==> config.mk <==
export PLATFORM = sky130hd
export DESIGN_NAME = hs32_regfile
export DESIGN_NICKNAME = d
export VERILOG_FILES = /design/src/rtl/hs32_regfile_pkg.sv /design/src/rtl/hs32_regfile_map.sv /design/src/rtl/hs32_regfile.sv
export SDC_FILE = /design/constraint.sdc
export NUM_CORES = 1
export LEC_CHECK = 0
export CAP_MARGIN = 30
export CORE_MARGIN = 4
export CORE_UTILIZATION = 60
export CTS_CLUSTER_SIZE = 10
export DETAILED_ROUTE_END_ITERATION = 8
export GPL_ROUTABILITY_DRIVEN = 0
export PLACE_DENSITY = 0.78
export SKIP_CTS_REPAIR_TIMING = 1
export SLEW_MARGIN = 20
export SYNTH_ARGS = -nofsm -noshare
export SYNTH_HDL_FRONTEND = slang
export SYNTH_SLANG_ARGS = --single-unit
==> constraint.sdc <==
create_clock -name clk -period 8.2 [get_ports clk]
set_clock_uncertainty 0.05 [all_clocks]
set_input_delay 1.64 -clock clk [delete_from_list [all_inputs] [get_ports clk]]
set_output_delay 1.64 -clock clk [all_outputs]
set_load 0.02 [all_outputs]
==> src/rtl/hs32_regfile_pkg.sv <==
// hs32_regfile_pkg: mode constants, sequencer states and logical-to-physical mapping
package hs32_regfile_pkg;
  localparam logic MODE_USER = 1'b0;
  localparam logic MODE_SUPV = 1'b1;
  typedef enum logic {CLEAR, RUN} state_t;
  function automatic int unsigned phys_idx(input int unsigned adr, input logic mode, input logic usr,
                                           input int unsigned aw, input int unsigned banked);
    int unsigned logical;
    logical = 32'd1 << aw;
    return (adr >= logical - banked && (mode & ~usr)) ? logical + adr - (logical - banked) : adr;
  endfunction
endpackage

==> src/rtl/hs32_regfile_map.sv <==
// hs32_regfile_map: combinational logical-to-physical register index (adr, mode, usr -> idx)
module hs32_regfile_map
  import hs32_regfile_pkg::*;
#(
  parameter int ADDR_WIDTH = 4,
  parameter int BANKED = 4,
  parameter int PW = 5
) (
  input  logic [ADDR_WIDTH-1:0] adr,
  input  logic                  mode,
  input  logic                  usr,
  output logic [PW-1:0]         idx
);
  assign idx = PW'(phys_idx(32'(adr), mode, usr, ADDR_WIDTH, BANKED));
endmodule

==> src/rtl/hs32_regfile.sv <==
// hs32_regfile: mode-banked 2R1W register file with post-reset clear (clk, reset, ready, mode, we/wadr/wusr/din, radrN/rusrN -> doutN)
module hs32_regfile
  import hs32_regfile_pkg::*;
#(
  parameter int DATA_WIDTH = 32,
  parameter int ADDR_WIDTH = 4,
  parameter int BANKED = 4,
  parameter bit BYPASS = 1
) (
  input  logic                  clk,
  input  logic                  reset,
  output logic                  ready,
  input  logic                  mode,
  input  logic                  we,
  input  logic [ADDR_WIDTH-1:0] wadr,
  input  logic                  wusr,
  input  logic [DATA_WIDTH-1:0] din,
  input  logic [ADDR_WIDTH-1:0] radr1,
  input  logic                  rusr1,
  input  logic [ADDR_WIDTH-1:0] radr2,
  input  logic                  rusr2,
  output logic [DATA_WIDTH-1:0] dout1,
  output logic [DATA_WIDTH-1:0] dout2
);
  localparam int LOGICAL = 2 ** ADDR_WIDTH;
  localparam int PHYS = LOGICAL + BANKED;
  localparam int PW = $clog2(PHYS);
  localparam int CW = PW + 1;
  logic [DATA_WIDTH-1:0] mem [PHYS];
  state_t state;
  logic [CW-1:0] cnt;
  logic [PW-1:0] widx, ridx1, ridx2;
  hs32_regfile_map #(.ADDR_WIDTH(ADDR_WIDTH), .BANKED(BANKED), .PW(PW)) u_wmap (.adr(wadr), .mode(mode), .usr(wusr), .idx(widx));
  hs32_regfile_map #(.ADDR_WIDTH(ADDR_WIDTH), .BANKED(BANKED), .PW(PW)) u_rmap1 (.adr(radr1), .mode(mode), .usr(rusr1), .idx(ridx1));
  hs32_regfile_map #(.ADDR_WIDTH(ADDR_WIDTH), .BANKED(BANKED), .PW(PW)) u_rmap2 (.adr(radr2), .mode(mode), .usr(rusr2), .idx(ridx2));
  always_ff @(posedge clk) begin
    if (reset) begin
      state <= CLEAR;
      cnt   <= '0;
      ready <= 1'b0;
      dout1 <= '0;
      dout2 <= '0;
    end else if (state == CLEAR) begin
      mem[cnt[PW-1:0]] <= '0;
      cnt   <= cnt + 1'b1;
      dout1 <= '0;
      dout2 <= '0;
      if (cnt == CW'(PHYS - 1)) begin
        state <= RUN;
        ready <= 1'b1;
      end
    end else begin
      if (we) mem[widx] <= din;
      dout1 <= (BYPASS && we && widx == ridx1) ? din : mem[ridx1];
      dout2 <= (BYPASS && we && widx == ridx2) ? din : mem[ridx2];
    end
  end
endmodule

==> reports/metrics.json <==
{
  "timing.final.crit_period_ns": 5.20,
  "final_min_period_over_clock_period_pct": 63.4,
  "cts_tree": "yes",
  "antennaDiodeCount": 0,
  "timing.final.setup_violations": 0,
  "postRouteAntennaNets": 0,
  "first_iter_violations": 2495,
  "number_of_flops_mapped_to_enable_cells_by_yosys": 640,
  "multiInputGateArea_um2": 11200,
  "met3_length_um": 11000,
  "grt.overflow.total": 0,
  "vias": 19500,
  "slew_viol_final": 0,
  "routed-wl-met2_um": 42400,
  "detail_route.wl_per_cell_um": 32.4,
  "drcViolationCount": 0,
  "setup-tns-final_ns": 0,
  "dr.pass1.iters": 6,
  "cts-htree-levels": 3,
  "max-cap-violations": 0,
  "average_vias_per_placed_instance": 7.17,
  "totalWireLength_um": 88200,
  "tritoncts_num_sinks": 712,
  "design.final.nets": 2031,
  "fmaxAchievable_ghz": 0.192,
  "die_y_um": 240,
  "run_status": "completed",
  "fp.coreArea_um2": 53000,
  "criticalPathCategory": "in2reg",
  "synth-main-ff-cell": "sky130_fd_sc_hd__edfxtp_1",
  "synth.yosys.warnings": 0,
  "grt_antenna_before_repair": 0,
  "synthesis.instances": 1861,
  "avgSynthCellArea_um2": 17.4,
  "largest_net_degree_at_the_start_of_global_routing": 95,
  "peak_supply_drop_mv": 0.178,
  "synthesis.area_um2": 32300,
  "ios": 116,
  "hp-class": "reg2reg",
  "fraction_of_registers_with_async_set_or_reset_after_synthesis_pct": 0,
  "place.port_buffers": 115,
  "min-delay-start": "cnt[5]",
  "synth_area_leaders": "sky130_fd_sc_hd__edfxtp_1, sky130_fd_sc_hd__mux4_2, sky130_fd_sc_hd__dfxtp_1, sky130_fd_sc_hd__mux2i_1, sky130_fd_sc_hd__nand2_1",
  "clock_insertion_delay_worst_skew_ns": 0.62,
  "top_layer_used": "met4",
  "crit_arrival_ns": 5.41,
  "worst_setup_path_startpoint": "reset",
  "clk_pin_slew_ns": 0.05,
  "final-seq-area_um2": 20700,
  "clk_path_buf_depth": 3,
  "rsz0062_at_grt": "no",
  "finalCoreUtilization_pct": 69.7,
  "ctsRootBufferMaster": "sky130_fd_sc_hd__clkbuf_16",
  "synth_seq_cells": 712,
  "path_max_fanout": 39,
  "wl_met1_um": 31300,
  "rows": 84,
  "capturing_element_type_of_the_critical_path": "flip-flop",
  "filler_cell_count": 3230,
  "tritoncts.num_buffers": 82,
  "synth_sequential_area_ratio_pct": 63.9,
  "global_route_wire_length_before_repair_um": 131000,
  "slew_headroom_pct": 31.9,
  "hold_viol_final": 0,
  "grt_pass1_vias": 20200,
  "critical_path.startpoint_type": "input pin",
  "yosys.area.top_type": "sky130_fd_sc_hd__edfxtp_1",
  "cp.required_ns": 8.41,
  "dieWidth_um": 240,
  "timing_worst_slew_pin_value_ns": 1.02,
  "netlist-cell-type-count": 37,
  "final_layout_size_suffix_gt1_share_pct": 24.6,
  "starting_utilization_of_the_core_area_pct": 61.1,
  "fp.dieArea_um2": 57700,
  "area.growth.synth_to_final_pct": 14.2,
  "post-synth-top-area-fraction_pct": 59.4,
  "power_density_nw_per_um2": 213,
  "dp.final_hpwl_um": 50400,
  "leakage_nw": 11.6,
  "mappedNetlistNets": 1918,
  "grtUsageTotal_pct": 31.1,
  "r2r_start": "state"
}
[state kept, by name, summed over array words and instances, names as in the netlist]
signal,count
cnt,6
dout1,32
dout2,32
mem,640
ready,1
state,1
[critical path: stages]
cell,delay [ns]
sky130_fd_sc_hd__clkdlybuf4s50_1,0.71
sky130_fd_sc_hd__and3b_2,0.37
sky130_fd_sc_hd__buf_4,0.58
sky130_fd_sc_hd__nor2_1,0.08
sky130_fd_sc_hd__a21oi_1,0.47
sky130_fd_sc_hd__nand3b_1,0.45
sky130_fd_sc_hd__nor2_4,0.60
sky130_fd_sc_hd__buf_4,0.48
[through the flow]
stage               power [mW]  hold WS (ns)  std cells  cell area [um^2]  setup WS [ns]
CTS                       7.88         0.486       2722             36900           3.11
finish                    7.88         0.479       2725             36900           3.00
detailed placement        4.54         0.458       2575             34400           2.49
global placement          4.53         0.458       2571             34300           2.61
global route              8.08         0.500       2725             36900           2.88
floorplan                 4.36         0.436       1861             32300           3.61
[cell families (layout without fill, tap and decap cells)]
| logic type | Yosys count | after routing | synth area share (%) |
|---|---|---|---|
| AND/OR/NAND/NOR | 456 | 456 | 6.03 |
| adder cells (fa/ha/maj) | 6 | 6 | 0.232 |
| XOR/XNOR | 16 | 16 | 0.433 |
| buffers and inverters | 169 | 345 | 2.24 |
| AO/OA/AOI/OAI | 75 | 75 | 1.57 |
| flip-flops | 712 | 712 | 63.9 |
| multiplexers | 427 | 427 | 25.6 |
[synthesized netlist by cell type (2+ instances only)]
cell type / instances
sky130_fd_sc_hd__edfxtp_1: 640
sky130_fd_sc_hd__mux4_2: 320
sky130_fd_sc_hd__nand2_1: 233
sky130_fd_sc_hd__nand3_1: 132
sky130_fd_sc_hd__mux2i_1: 104
sky130_fd_sc_hd__clkbuf_1: 82
sky130_fd_sc_hd__dfxtp_1: 72
sky130_fd_sc_hd__nor2_1: 72
sky130_fd_sc_hd__a21oi_1: 36
sky130_fd_sc_hd__inv_1: 34
sky130_fd_sc_hd__o2111ai_1: 32
sky130_fd_sc_hd__buf_2: 30
sky130_fd_sc_hd__buf_1: 16
sky130_fd_sc_hd__xnor2_1: 8
sky130_fd_sc_hd__xor2_1: 8
sky130_fd_sc_hd__buf_6: 7
sky130_fd_sc_hd__ha_1: 6
sky130_fd_sc_hd__nand3b_1: 5
sky130_fd_sc_hd__mux2_2: 3
sky130_fd_sc_hd__nor2b_1: 3
sky130_fd_sc_hd__nor3_1: 2
[report_power, final]
group	switching [mW]	internal [mW]
Clock	1.40	2.00
Sequential	0.0178	3.94
Combinational	0.309	0.217
Total	1.73	6.15
[layout make-up]
| cell class | count | share of cell area, % |
|---|---|---|
| Timing Repair Buffer | 164 | 4.50 |
| Tap cell | 688 | 2.33 |
| Clock buffer | 145 | 6.59 |
| Multi-Input combinational cell | 980 | 30.3 |
| Clock inverter | 2 | 0.0339 |
| Sequential cell | 712 | 55.9 |
| Inverter | 34 | 0.345 |
[worst paths after layout]
kind	to	slack, ns	depth (start not counted)
setup / recovery	mem[8][1]	3.00	8
hold / removal	cnt[5]	0.48	2
setup reg to reg	mem[8][1]	4.36	7
hold reg to reg	cnt[5]	0.48	2
[placed cells by master, fill, tap and decap left out, types with 34 or more instances in the layout]
cell type and count:
sky130_fd_sc_hd__mux2i_1 102, sky130_fd_sc_hd__nor2_1 51, sky130_fd_sc_hd__clkbuf_1 55, sky130_fd_sc_hd__edfxtp_1 640, sky130_fd_sc_hd__buf_4 41, sky130_fd_sc_hd__a21oi_1 35, sky130_fd_sc_hd__dfxtp_1 72, sky130_fd_sc_hd__inv_1 34
sky130_fd_sc_hd__clkbuf_16 88, sky130_fd_sc_hd__clkdlybuf4s50_1 110, sky130_fd_sc_hd__mux4_2 320, sky130_fd_sc_hd__nand2_1 232, sky130_fd_sc_hd__nand3_1 132
[routing by layer]
layer / vias up / GRT usage, %
met5: - / 0
met4: 0 / 12.1
met3: 228 / 8.17
met2: 1507 / 48.8
met1: 10000 / 43.0
li1: 7757 / -
Note: power is estimated with default switching activity, not from simulation.
